==> config.mk <==
export PLATFORM = sky130hd
export DESIGN_NAME = keypad_timer_sequencer
export DESIGN_NICKNAME = d
export VERILOG_FILES = /design/src/rtl/keypad_timer_sequencer.sv
export SDC_FILE = /design/constraint.sdc
export NUM_CORES = 1
export LEC_CHECK = 0
export BUFFER_PORTS_ARGS = -buffer_cell sky130_fd_sc_hd__clkbuf_2
export CORE_UTILIZATION = 40
export DETAILED_ROUTE_END_ITERATION = 8
export PLACE_DENSITY = 0.63
export SYNTH_ARGS = -nofsm -noshare
export SYNTH_HDL_FRONTEND = slang
export SYNTH_SLANG_ARGS = --single-unit
==> constraint.sdc <==
create_clock -name clk -period 7.69 [get_ports clk]
set_clock_uncertainty 0.05 [all_clocks]
set_input_delay 1.538 -clock clk [delete_from_list [all_inputs] [get_ports clk]]
set_output_delay 1.538 -clock clk [all_outputs]
set_load 0.05 [all_outputs]
==> src/rtl/keypad_timer_sequencer.sv <==
// keypad_timer_sequencer: keypad digit entry into a BCD MM:SS buffer plus run/pause/done countdown control.
// Optional key debounce filter is compiled in by defining KEYPAD_SEQ_DEBOUNCE_EN.
module keypad_timer_sequencer #(
    parameter int DEBOUNCE_CYCLES = 500000
) (
    input  logic       clk,
    input  logic       clear,
    input  logic       key_valid,
    input  logic [3:0] key_digit,
    input  logic       start,
    input  logic       stop,
    input  logic       tick_1hz,
    output logic [3:0] min_tens,
    output logic [3:0] min_ones,
    output logic [3:0] sec_tens,
    output logic [3:0] sec_ones,
    output logic       running,
    output logic       done,
    output logic [2:0] state
);
    typedef enum logic [2:0] {
        IDLE  = 3'd0,
        ENTRY = 3'd1,
        RUN   = 3'd2,
        PAUSE = 3'd3,
        DONE  = 3'd4
    } state_t;

    state_t      state_reg, state_next;
    logic [15:0] time_reg, time_next;
    logic        running_reg, done_reg;

    logic [4:0]  key_sync1_reg, key_sync2_reg;
    logic [1:0]  btn_sync1_reg, btn_sync2_reg, btn_prev_reg;
    logic        tick_prev_reg;
    logic        key_rise, key_accept, start_edge, stop_edge, tick_edge;
    logic [3:0]  key_value;

    // Key level and digit travel together so the digit is aligned with its level.
    always_ff @(posedge clk or posedge clear) begin
        if (clear) begin
            key_sync1_reg <= '0;
            key_sync2_reg <= '0;
            btn_sync1_reg <= '0;
            btn_sync2_reg <= '0;
            btn_prev_reg  <= '0;
            tick_prev_reg <= 1'b0;
        end else begin
            key_sync1_reg <= {key_valid, key_digit};
            key_sync2_reg <= key_sync1_reg;
            btn_sync1_reg <= {stop, start};
            btn_sync2_reg <= btn_sync1_reg;
            btn_prev_reg  <= btn_sync2_reg;
            tick_prev_reg <= tick_1hz;
        end
    end

    assign key_value  = key_sync2_reg[3:0];
    assign start_edge = btn_sync2_reg[0] & ~btn_prev_reg[0];
    assign stop_edge  = btn_sync2_reg[1] & ~btn_prev_reg[1];
    assign tick_edge  = tick_1hz & ~tick_prev_reg;

`ifdef KEYPAD_SEQ_DEBOUNCE_EN
    localparam int CNT_W = $clog2(DEBOUNCE_CYCLES + 1);

    logic [CNT_W-1:0] db_cnt_reg;
    logic             key_db_reg;

    // The filtered level flips only after the raw level has disagreed with it for DEBOUNCE_CYCLES cycles.
    always_ff @(posedge clk or posedge clear) begin
        if (clear) begin
            db_cnt_reg <= '0;
            key_db_reg <= 1'b0;
        end else if (key_sync2_reg[4] == key_db_reg) begin
            db_cnt_reg <= '0;
        end else if (db_cnt_reg == CNT_W'(DEBOUNCE_CYCLES)) begin
            db_cnt_reg <= '0;
            key_db_reg <= key_sync2_reg[4];
        end else begin
            db_cnt_reg <= db_cnt_reg + 1'b1;
        end
    end

    assign key_rise = key_sync2_reg[4] & ~key_db_reg & (db_cnt_reg == CNT_W'(DEBOUNCE_CYCLES));
`else
    logic key_prev_reg;

    always_ff @(posedge clk or posedge clear) begin
        if (clear) begin
            key_prev_reg <= 1'b0;
        end else begin
            key_prev_reg <= key_sync2_reg[4];
        end
    end

    assign key_rise = key_sync2_reg[4] & ~key_prev_reg;

    if (DEBOUNCE_CYCLES < 1) begin : g_debounce_cycles_unused
    end
`endif

    assign key_accept = key_rise && (key_value <= 4'd9);

    // Decimal borrow chain; seconds wrap to 59, other digits to 9.
    function automatic logic [15:0] bcd_dec(input logic [15:0] t);
        logic [15:0] r;
        r = t;
        if (t[3:0] != 4'd0) begin
            r[3:0] = t[3:0] - 4'd1;
        end else begin
            r[3:0] = 4'd9;
            if (t[7:4] != 4'd0) begin
                r[7:4] = t[7:4] - 4'd1;
            end else begin
                r[7:4] = 4'd5;
                if (t[11:8] != 4'd0) begin
                    r[11:8] = t[11:8] - 4'd1;
                end else begin
                    r[11:8]  = 4'd9;
                    r[15:12] = t[15:12] - 4'd1;
                end
            end
        end
        return r;
    endfunction

    always_comb begin
        state_next = state_reg;
        time_next  = time_reg;
        case (state_reg)
            IDLE: begin
                if (key_accept) begin
                    state_next = ENTRY;
                    time_next  = {time_reg[11:0], key_value};
                end
            end
            ENTRY: begin
                if (stop_edge) begin
                    state_next = IDLE;
                    time_next  = '0;
                end else if (start_edge) begin
                    if (time_reg != 16'h0000) begin
                        state_next = RUN;
                    end
                end else if (key_accept) begin
                    time_next = {time_reg[11:0], key_value};
                end
            end
            RUN: begin
                if (stop_edge) begin
                    state_next = PAUSE;
                end else if (tick_edge) begin
                    if (time_reg == 16'h0001) begin
                        state_next = DONE;
                        time_next  = '0;
                    end else begin
                        time_next = bcd_dec(time_reg);
                    end
                end
            end
            PAUSE: begin
                if (stop_edge) begin
                    state_next = IDLE;
                    time_next  = '0;
                end else if (start_edge) begin
                    state_next = RUN;
                end
            end
            DONE: begin
                if (stop_edge || key_accept) begin
                    state_next = IDLE;
                    time_next  = '0;
                end
            end
            default: begin
                state_next = IDLE;
                time_next  = '0;
            end
        endcase
    end

    always_ff @(posedge clk or posedge clear) begin
        if (clear) begin
            state_reg   <= IDLE;
            time_reg    <= '0;
            running_reg <= 1'b0;
            done_reg    <= 1'b0;
        end else begin
            state_reg   <= state_next;
            time_reg    <= time_next;
            running_reg <= (state_next == RUN);
            done_reg    <= (state_next == DONE);
        end
    end

    assign min_tens = time_reg[15:12];
    assign min_ones = time_reg[11:8];
    assign sec_tens = time_reg[7:4];
    assign sec_ones = time_reg[3:0];
    assign running  = running_reg;
    assign done     = done_reg;
    assign state    = state_reg;

endmodule

## Word level (Yosys, flattened, before mapping)

Index checks and enable logic that the tools add are counted.

- Register bits: 39
- Input bits: 10
- Output and inout bits: 21
- Word-level logic and storage cells: 79

- Add/subtract/negate cells: 4
- $lt $le $gt $ge: 1
- Eq/ne operators: 15
- Muxes and demuxes: 26
- Bitwise logic cells: 8
- Reduce and logical (&&, ||, !) cells: 11

Operators by type and width:

| cell | number |
|---|---|
| $mux 16 | 8 |
| $pmux 16 s5 | 1 |
| $mux 3 | 10 |
| $eq 16x1->1 const B | 1 |
| $mux 4 | 4 |
| $reduce_bool 16->1 | 1 |
| $sub 4x1->4 const B | 4 |
| $pmux 3 s5 | 1 |
| $mux 12 | 1 |
| $ne 3x3->1 const B | 4 |
| $reduce_bool 4->1 | 3 |
| $eq 3x2->1 const B | 3 |
| $mux 8 | 1 |
| $ne 2x2->1 const B | 4 |
| $reduce_and 8->1 | 1 |
| $reduce_and 7->1 | 1 |
| $eq 3x3->1 const B | 2 |
| $reduce_and 6->1 | 1 |
| $reduce_and 5->1 | 1 |
| $and 1x1->1 | 4 |
| $le 4x4->1 const B | 1 |
| $not 1->1 | 4 |
| $eq 3x1->1 const B | 1 |
| $logic_not 3->1 | 1 |
| 2 further kinds | 2 |

## Depth between registers and ports, before layout

Gate-level depths: netlist (run 1).

- Word-level depth: 8
- Gate-level depth with buffers: 9
- Gate-level depth less buffers: 7

## Worst setup path before layout (run 1)

No wires, ideal clock.

- Path type: input to register
- Start: in tick_1hz
- End: reg time_reg[15]
- Library setup time: 0.124 ns
- Arrival: 2.751 ns
- Data required time: 7.516 ns
- Setup slack: 4.765 ns
- Cell stages on the path: 6
- Buffers on the path: 1
- Path through: nand2b_1 -> o21ai_0 -> and3_1 -> clkbuf_1 -> nand4_1 -> a211o_1

- Cells in the longest elaborated chain, start to end: 3

RTL lines:

| element | line | text |
|---|---|---|
| from (decl) | 12 | `input logic tick_1hz,` |
| $and 1x1->1 | 61 | `assign tick_edge = tick_1hz & ~tick_prev_reg;` |
| $ne 2x2->1 (no line) | - |  |
| $reduce_and 8->1 (no line) | - |  |
| to (signal assigned) | 190 | `time_reg <= time_next;` |
| to (decl) | 30 | `logic [15:0] time_reg, time_next;` |

No other way between the ends.
A chain may end at the register's enable or synchronous reset.

## Final worst setup path (run 1)

- Start: in tick_1hz
- End: reg time_reg[10]

- Cells in the longest elaborated chain, start to end: 3

RTL lines:

| element | line |
|---|---|
| $and 1x1->1 | 61 |
| $ne 2x2->1 (no line) | - |
| $reduce_and 7->1 (no line) | - |

No other way between the ends.

==> results by group, run 1 <==
Synthesis
  – Library cells used by synthesis: 48
  – Number of synthesized register bits: 39
  – Sequential area share after synthesis: 49.6%
  – Ys Warns: 0
  – Count leader, synth: dfrtp_1
  – Synth Flop Type: dfrtp_1
  – Synth Instances: 189
  – Mapped Nets: 205
  – Post-synth top area cell: dfrtp_1
  – Number of enable flip-flop cells after synthesis: 0
  – Synth top area share: 49.6%
  – Ys async rst share: 100%
  – Commonest cells in the netlist: 39 x dfrtp_1, 14 x nand2_1, 12 x inv_1
  – Synthesized area: 1970 um2
  – Syn Area/Cell: 10.4 um2
  – Largest cells by area after synthesis: dfrtp_1 50%, ha_1 3.8%, nand2_1 2.7%

Floorplan
  – Die Ht: 72.2 um
  – Core footprint: 4720 um2
  – Die width: 72.2 um
  – Die area: 5210 um2
  – Initial core utilization: 41.7%
  – IO Count: 31
  – Num rows: 25

Cells and area
  – Final-layout fill cell count: 445
  – Max reg flops: 16
  – Core Util, Final: 48.4%
  – Layout area overhead: 16.1%
  – Fin nets: 238
  – # diodes: 0
  – Share of cells above drive strength 1: 23.3%

Clocking
  – CTS tree: yes
  – CTS max path bufs: 2
  – Post-CTS Setup Bufs: 0
  – Worst skew pair latency: 0.29 ns
  – Clock Root Buffer: clkbuf_8
  – Post-CTS resize count: 0
  – TritonCTS Buffers: 5
  – CTS clk-pin slew, worst paths: 0.09 ns
  – CTS sink cnt: 39
  – H-tree Lvls: 2
  – Post-CTS Hold Buffers: 0

Placed design
  – Place WS: 4.47 ns
  – IO Port Bufs: 30
  – Hpwl dp: 3.14 mm
  – Final GP Congestion: 0.880

Power
  – PnR Total Power: 1070 uW
  – PD cells: 468 nW/um2
  – Pleak: 0.00101 uW
  – Worst VDD drop: 0.186 mV

Setup path
  – Critical path class: input port to flop
  – Worst Setup SP: tick_1hz
  – Largest stage delay on the critical path: 0.43 ns
  – Setup crit end kind: flop
  – CP arrival: 3.07 ns
  – FF-to-FF Start: time_reg[4]
  – Critical-path cell list: clkbuf_2 > nand2b_1 > o21ai_0 > nand4_1 > or3_4 > a211o_1
  – Slowest stage cell, crit path: or3_4
  – WP buf/inv: 1
  – Crit path required time: 7.82 ns
  – Family with the most delay on the worst path: simple AND/OR/NAND/NOR gates
  – Maximum fanout along the worst path: 5
  – Crit start category: input port

Job
  – # Max-Cap Violations: 0

GRT
  – Tot GR Track Use: 18.3%
  – Antenna violations before repair: 0
  – First-pass GRT wire length: 7.30 mm
  – Largest net degree at the start of global routing: 40
  – GR Overflow Total: 0
  – Vias in the first global route: 1434

STA
  – Max Transition Viols Final: 0
  – Period utilization: 38.2%
  – Unrepaired setup endpoints after global routing: false
  – Worst setup margin: 4.75 ns
  – Fmax: 340 MHz
  – Final Hold Viols: 0
  – Tightest Pin Transition: 0.494 ns
  – Post-layout minimum cycle time: 2.94 ns
  – Setup TNS: 0 ns
  – Final setup violation count: 0
  – Max-slew headroom: 67.0%
  – Hold slack: 0.295 ns

Route
  – DR vias/cell: 5.38
  – Via count: 1561
  – DR iter-0 viols: 134
  – Routed len/inst: 15.1 um
  – # DRC: 0
  – DR pass1 iterations: 4
  – DRT Wirelength: 4.37 mm
  – Post-DRT Antenna Nets: 0

Hold path
  – HP Class: flop to flop
  – Hold wc startpoint: key_sync1_reg[0]

Run status
  – Status: complete, no violations
## kinds of logic after synthesis
logic type / count (synthesis) / synth area share [%]
buf+inv: 18 / 3.49
compound gates: 56 / 21.3
flops: 39 / 49.6
mux: 3 / 1.59
simple gates: 67 / 20.3
fa+ha+maj: 6 / 3.81
## cell usage in the layout, fill, tap and decap left out, drive strengths merged, types with 2 or more instances in the layout
cell type and instances:
buf 2, or3 2, or3b 5, inv 13
or4 3, nor2b 7, nand3 5, nor4 3
nand4 2, dfrtp 39, nor3 4, a21oi 5
a22oi 5, a2bb2oi 3, and2 5, mux2i 2
a211o 2, o31ai 5, nor2 6, a32o 3
o21ai 9, o2bb2ai 6, nor3b 4, nand2 14
o311ai 2, o211ai 4, ha 6, o22ai 2
a32oi 2, nand3b 2, clkbuf 35, nand2b 3
clkinvlp 2
## path summary, 6_finish.rpt
kind / depth (start not counted) / to / slack [ns]
min: 0 / key_sync2_reg[0] / 0.29
max: 6 / time_reg[10] / 4.75
min reg2reg: 0 / key_sync2_reg[0] / 0.29
min in group asynchronous: 3 / key_sync2_reg[0] / 1.29
max reg2reg: 7 / time_reg[10] / 4.83
max in group asynchronous: 3 / time_reg[4] / 5.96
## final cells by class
| class | instances | area [um2] | share of cell area [%] |
|---|---|---|---|
| clock inverter | 3 | 23.8 | 1.04 |
| inverter | 12 | 45.0 | 1.97 |
| clock buffer | 5 | 68.8 | 3.01 |
| timing repair buffer | 32 | 165 | 7.22 |
| multi-input combinational | 132 | 925 | 40.4 |
| tap | 67 | 83.8 | 3.67 |
| sequential | 39 | 976 | 42.7 |
## power by group
| part | leakage (uW) | switching (uW) | internal, uW |
|---|---|---|---|
| combinational | 0.000501 | 391 | 206 |
| sequential | 0.000468 | 73.9 | 255 |
| clock | 0.0000408 | 79.5 | 64.9 |
## stage by stage
stage | cell area [um2] | cells
4_1_cts | 2290 | 290
6_report | 2290 | 290
3_5_place_dp | 2190 | 282
2_1_floorplan | 1970 | 189
5_1_grt | 2290 | 290
3_3_place_gp | 2190 | 282
## metal layers
| layer | up-vias | share of wire [%] | track usage, % |
|---|---|---|---|
| met5 | - | 0 | 0 |
| met4 | 0 | 0.96 | 4.14 |
| met3 | 4 | 3.3 | 3.75 |
| met2 | 39 | 44 | 26.7 |
| met1 | 738 | 51 | 27.8 |
| li1 | 780 | - | - |
Note: power is estimated with default switching activity, not from simulation.
==> run 2: changes to the inputs <==
Clock period 7.69 ns to 2.8 ns, I/O delays scaled along.
==> results by group, run 2 (same netlist as run 1, synthesis figures left out) <==
Floorplan
  – Die area: 5210 um2 (unchanged)
  – Die Ht: 72.2 um (unchanged)
  – Core footprint: 4720 um2 (unchanged)
  – IO Count: 31 (unchanged)
  – Die width: 72.2 um (unchanged)
  – Num rows: 25 (unchanged)
  – Initial core utilization: 41.7% (unchanged)

Cells and area
  – Layout area overhead: 21.8%
  – Share of cells above drive strength 1: 30.7% (+7.4 points)
  – # diodes: 0 (unchanged)
  – Non-Filler Instances: 298 (+2.8%)
  – Commonest non-fill, non-tap cell in the layout: dfrtp_1
  – Commonest cells after routing, fill and taps aside: 33 x dfrtp_1, 30 x clkbuf_2, 14 x nand2_1
  – Final-layout fill cell count: 449 (+0.90%)
  – Max reg flops: 16 (unchanged)
  – Fin nets: 246 (+3.4%)

Setup path
  – Family with the most delay on the worst path: simple AND/OR/NAND/NOR gates
  – Crit start category: flop
  – Maximum fanout along the worst path: 6 (+1)
  – Largest stage delay on the critical path: 0.54 ns (+0.11 ns)
  – Setup crit end kind: flop
  – Slowest stage cell, crit path: or4_4
  – CP arrival: 2.85 ns (-0.22 ns)
  – Crit path required time: 2.93 ns (-4.89 ns)
  – Critical Path Stages: 7 (+1)
  – Critical-path cell list: inv_1 > ha_2 > or3b_1 > or4_4 > and2_4 > or3_4 > a211o_1
  – WP buf/inv: 1 (unchanged)
  – Reg2Reg Depth: 7 (unchanged)
  – Critical path class: flop to flop

Clocking
  – CTS max path bufs: 2 (unchanged)
  – CTS tree: yes
  – H-tree Lvls: 2 (unchanged)
  – TritonCTS Buffers: 5 (unchanged)
  – Post-CTS resize count: 0 (unchanged)
  – Worst skew pair latency: 0.30 ns (about the same)
  – CTS clk-pin slew, worst paths: 0.09 ns (about the same)
  – Post-CTS Setup Bufs: 0 (unchanged)
  – Clock Root Buffer: clkbuf_8
  – Post-CTS Hold Buffers: 0 (unchanged)
  – CTS sink cnt: 39 (unchanged)

Power
  – Power Internal: 1640 uW (+210%)
  – Comb power frac: 56.8% (+1.0 points)
  – PD cells: 1320 nW/um2 (+180%)
  – Seq pwr share: 27.4% (-3.3 points)
  – Clock share of power: 15.8% (+2.3 points)
  – Sw Ratio: 48.1% (-2.7 points)
  – Worst VDD drop: 0.542 mV (+190%)
  – Pleak: 0.00106 uW (+4.9%)
  – Net switching power: 1530 uW (+180%)

STA
  – Setup TNS: 0 ns (unchanged)
  – Tightest Pin Transition: 0.515 ns (+0.0210 ns)
  – Unrepaired setup endpoints after global routing: false
  – Fmax: 366 MHz
  – Final setup violation count: 0 (unchanged)
  – Final Hold Viols: 0 (unchanged)
  – Max-slew headroom: 65.6% (-1.4 points)
  – Period utilization: 97.4%
  – Post-layout minimum cycle time: 2.73 ns
  – Max Transition Viols Final: 0 (unchanged)

Job
  – # Max-Cap Violations: 0 (unchanged)

GRT
  – GR Overflow Total: 0 (unchanged)
  – First-pass GRT wire length: 7.61 mm (+4.2%)
  – Vias in the first global route: 1545 (+7.7%)
  – Largest net degree at the start of global routing: 40 (unchanged)
  – Antenna violations before repair: 0 (unchanged)
  – Tot GR Track Use: 19.4% (+1.1 points)

Route
  – DRT Wirelength: 4.61 mm (+5.5%)
  – Routed len/inst: 15.5 um (+2.7%)
  – # DRC: 0 (unchanged)
  – DR iter-0 viols: 116 (-13%)
  – DR vias/cell: 5.56 (+3.4%)
  – Post-DRT Antenna Nets: 0 (unchanged)
  – DR pass1 iterations: 4 (unchanged)
  – Via count: 1658 (+6.2%)

Run status
  – Status: complete, no violations

Placed design
  – Placed cell count: 290 (+2.8%)
  – Hpwl dp: 3.32 mm (+5.8%)
  – Final GP Congestion: 0.877 (-0.30%)
  – IO Port Bufs: 30 (unchanged)

Hold path
  – HP Class: input port to async pin
-- run 2: cell types whose count changed in the layout (fill, tap and decap cells not counted) --
| cell | delta |
|---|---|
| ha_4 | +1 |
| ha_1 | -2 |
| clkinvlp_4 | -2 |
| inv_1 | -3 |
| inv_2 | +3 |
| buf_4 | +8 |
| bufinv_16 | +1 |
| dfrtp_1 | -6 |
| ha_2 | +1 |
| clkbuf_8 | +1 |
| dfrtp_2 | +6 |
-- run 2: power by group through the flow --
stage	Clock (uW)	Sequential, uW	Combinational [uW]
after floorplan	0	1260	917
after global placement	0	875	1780
after detailed placement	0	876	1780
after CTS	514	866	1790
after global routing	540	894	1960
final	502	868	1800
-- run 2: area by class of cell --
cell class	instances	area, um2	area share (%)
timing repair buffer	40	225	9.39
multi-input combinational	132	940	39.2
sequential	39	983	41.0
clock inverter	2	38.8	1.62
inverter	12	45.0	1.88
clock buffer	6	82.6	3.44
tap	67	83.8	3.50
-- run 2: final timing paths --
kind,from,to,slack [ns]
setup / recovery,time_reg[8],time_reg[10],0.07
hold / removal,clear,btn_prev_reg[0],0.30
setup reg to reg,time_reg[8],time_reg[10],0.07
hold reg to reg,key_sync1_reg[2],key_sync2_reg[2],0.30
max in group asynchronous,clear,time_reg[1],2.03
min in group clk,key_sync1_reg[2],key_sync2_reg[2],0.30
-- run 2: worst min-delay path, delay by kind of cell --
| family | cells | cell delay (ns) |
|---|---|---|
| buffers and inverters | 3 | 0.53 |
-- run 2: routing by layer --
layer	wire length (um)	up-vias	GRT usage, %	share of wire, %
met5	0	-	0	0
met4	98	0	8.71	2.1
met3	205	10	4.17	4.4
met2	1990	35	27.7	43
met1	2320	820	28.2	50
li1	-	793	-	-
-- run 2: through the flow --
step / instance area [um2] / setup WS, ns / total power (uW) / utilization [%] / hold slack (ns)
after floorplan: 2000 / 0.0125 / 2180 / - / 0.281
after global placement: 2270 / 0.142 / 2650 / 48.2 / 0.282
after detailed placement: 2270 / 0.0830 / 2650 / 48.2 / 0.285
after CTS: 2400 / 0.0711 / 3170 / 50.7 / 0.304
after global routing: 2400 / 0.00386 / 3390 / 50.8 / 0.297
final: 2400 / 0.0714 / 3170 / 50.8 / 0.295
==> run 3: changes to the inputs <==
--- a/config.mk
+++ b/config.mk
@@ -7,4 +7,5 @@
 export LEC_CHECK = 0
 export BUFFER_PORTS_ARGS = -buffer_cell sky130_fd_sc_hd__clkbuf_2
+export CORE_ASPECT_RATIO = 0.5
 export CORE_UTILIZATION = 40
 export DETAILED_ROUTE_END_ITERATION = 8
==> constraint.sdc (replaced) <==
create_clock -name clk -period 2.8 [get_ports clk]
set_clock_uncertainty 0.05 [all_clocks]
set_input_delay 0.28 -clock clk [delete_from_list [all_inputs] [get_ports clk]]
set_output_delay 0.28 -clock clk [all_outputs]
set_load 0.05 [all_outputs]
==> results by group, run 3 (same netlist as run 1, synthesis figures left out) <==
Power
  – Sw Ratio: 50.0% (+1.8 points)
  – Power Internal: 1540 uW (-6.5%)
  – Seq pwr share: 28.3% (+0.9 points)
  – Comb power frac: 58.3% (+1.5 points)
  – PD cells: 1300 nW/um2 (-1.6%)
  – Worst VDD drop: 0.422 mV (-22%)
  – Net switching power: 1540 uW (+0.66%)
  – Pleak: 0.00104 uW (-2.2%)
  – Clock share of power: 13.4% (-2.4 points)

STA
  – Worst setup margin: 0.0930 ns (+0.0216 ns)
  – Unrepaired setup endpoints after global routing: false
  – Tightest Pin Transition: 0.507 ns (-0.00870 ns)
  – Final setup violation count: 0 (unchanged)
  – Max-slew headroom: 66.1% (+0.43 points)
  – Fmax: 369 MHz (+0.80%)
  – Final Hold Viols: 0 (unchanged)
  – Hold slack: 0.0213 ns (-0.274 ns)
  – Post-layout minimum cycle time: 2.71 ns (-0.0216 ns)
  – Period utilization: 96.7% (-0.77 points)
  – Max Transition Viols Final: 0 (unchanged)
  – Setup TNS: 0 ns (unchanged)

Route
  – Wl on met1: 2.31 mm (about the same)
  – DR iter-0 viols: 116 (unchanged)
  – DR pass1 iterations: 5 (+1)
  – Via count: 1671 (+0.78%)
  – DR vias/cell: 5.66 (+1.8%)
  – Highest routed layer: met4
  – DRT Wirelength: 4.65 mm (+0.93%)
  – Routed len/inst: 15.8 um (+2.0%)
  – Met2 routed WL: 2.02 mm (+1.7%)
  – Post-DRT Antenna Nets: 0 (unchanged)
  – # DRC: 0 (unchanged)
  – Metal3 WL: 280 um (+37%)

Setup path
  – Setup crit end kind: flop
  – Capturing point of the worst reg2reg path: time_reg[10]
  – Reg2Reg Depth: 7 (unchanged)
  – CP arrival: 2.84 ns (about the same)
  – Maximum fanout along the worst path: 5 (-1)
  – Critical path class: flop to flop
  – Worst Setup SP: time_reg[9]
  – Reg-to-reg slack, setup: 0.09 ns (+0.02 ns)
  – Crit start category: flop
  – Critical Path Sink: time_reg[10]
  – FF-to-FF Start: time_reg[9]
  – Crit path required time: 2.94 ns (about the same)

Placed design
  – Hpwl dp: 3.32 mm (about the same)
  – Final GP Congestion: 0.862 (-1.8%)
  – IO Port Bufs: 30 (unchanged)
  – Place WS: 0.0763 ns (-0.00666 ns)

Floorplan
  – IO Count: 31 (unchanged)
  – Num rows: 17 (-32%)
  – Initial core utilization: 43.3% (+1.6 points)
  – Core footprint: 4550 um2 (-3.6%)
  – Die Ht: 51.6 um (-28%)
  – Die area: 5220 um2 (+0.33%)
  – Die width: 101 um (+40%)

Hold path
  – HP Class: input port to async pin

Cells and area
  – Layout area overhead: 19.9%
  – Commonest cells after routing, fill and taps aside: 33 x dfrtp_1, 30 x clkbuf_2, 14 x nand2_1
  – # diodes: 0 (unchanged)
  – Core Util, Final: 51.9% (+1.1 points)
  – Commonest non-fill, non-tap cell in the layout: dfrtp_1
  – Fin nets: 244 (-0.81%)
  – Share of cells above drive strength 1: 30.6% (-0.17 points)
  – Max reg flops: 16 (unchanged)

Clocking
  – TritonCTS Buffers: 5 (unchanged)
  – CTS clk-pin slew, worst paths: 0.08 ns (about the same)
  – CTS max path bufs: 2 (unchanged)
  – H-tree Lvls: 2 (unchanged)
  – Clock Root Buffer: clkbuf_8
  – CTS sink cnt: 39 (unchanged)
  – Worst skew pair latency: 0.30 ns (about the same)
  – CTS tree: yes
  – Post-CTS Hold Buffers: 0 (unchanged)

GRT
  – Largest net degree at the start of global routing: 40 (unchanged)
  – Antenna violations before repair: 0 (unchanged)
  – First-pass GRT wire length: 7.57 mm (-0.54%)
  – Vias in the first global route: 1511 (-2.2%)
  – Tot GR Track Use: 19.4% (-0.048 points)
  – GR Overflow Total: 0 (unchanged)

Job
  – # Max-Cap Violations: 0 (unchanged)

Run status
  – Status: complete, no violations
==> run 3: critical path, stage by stage, from the launching register on <==
cell	delay, ns
dfrtp_2	0.45
inv_1	0.09
ha_2	0.20
or3b_4	0.40
or4_4	0.53
and2_4	0.17
or3_4	0.40
a211o_1	0.29
==> run 3: timing repair <==
| item | in CTS | in global routing |
|---|---|---|
| buffers inserted | 0 | 0 |
| endpoints found under the hold margin | 0 | 0 |
| endpoints found under the setup margin | 0 | 2 |
| resized for setup | 0 | 3 |
==> run 3: worst min path at each step <==
stage,endpoint,slack (ns),cells past startpoint
2_1_floorplan,btn_sync1_reg[0],0.26,0
3_3_place_gp,key_sync2_reg[0],0.28,0
3_5_place_dp,key_sync2_reg[1],0.29,0
4_1_cts,key_sync1_reg[3],0.03,1
5_1_grt,key_sync1_reg[3],0.02,1
6_report,btn_sync1_reg[1],0.02,3
==> run 3: metal layers <==
layer / vias to the layer above / GRT usage (%)
li1: 790 / -
met1: 827 / 28.8
met2: 50 / 28.6
met3: 4 / 4.03
met4: 0 / 5.07
met5: - / 0
==> run 3: layout make-up <==
cell class / instances / area, um2
repair buffers: 38 / 210
clock buffers: 6 / 82.6
fillers: 449 / 2190
multi-input cells: 132 / 942
clock inverters: 2 / 16.3
flip-flops and latches: 39 / 983
inverters: 12 / 45.0
well taps: 66 / 82.6
==> run 3: power groups by stage <==
stage,Sequential [uW],Clock [uW],Combinational (uW)
final,870,412,1790
after global routing,890,446,1930
after CTS,867,417,1770
after detailed placement,879,0,1760
after global placement,874,0,1730
after floorplan,1260,0,917
==> run 3: metrics by stage <==
step           area [um2]  instances  power [uW]
2_1_floorplan        2000        189        2180
3_3_place_gp         2260        287        2610
3_5_place_dp         2260        287        2640
4_1_cts              2360        295        3050
5_1_grt              2360        295        3270
6_report             2360        295        3070
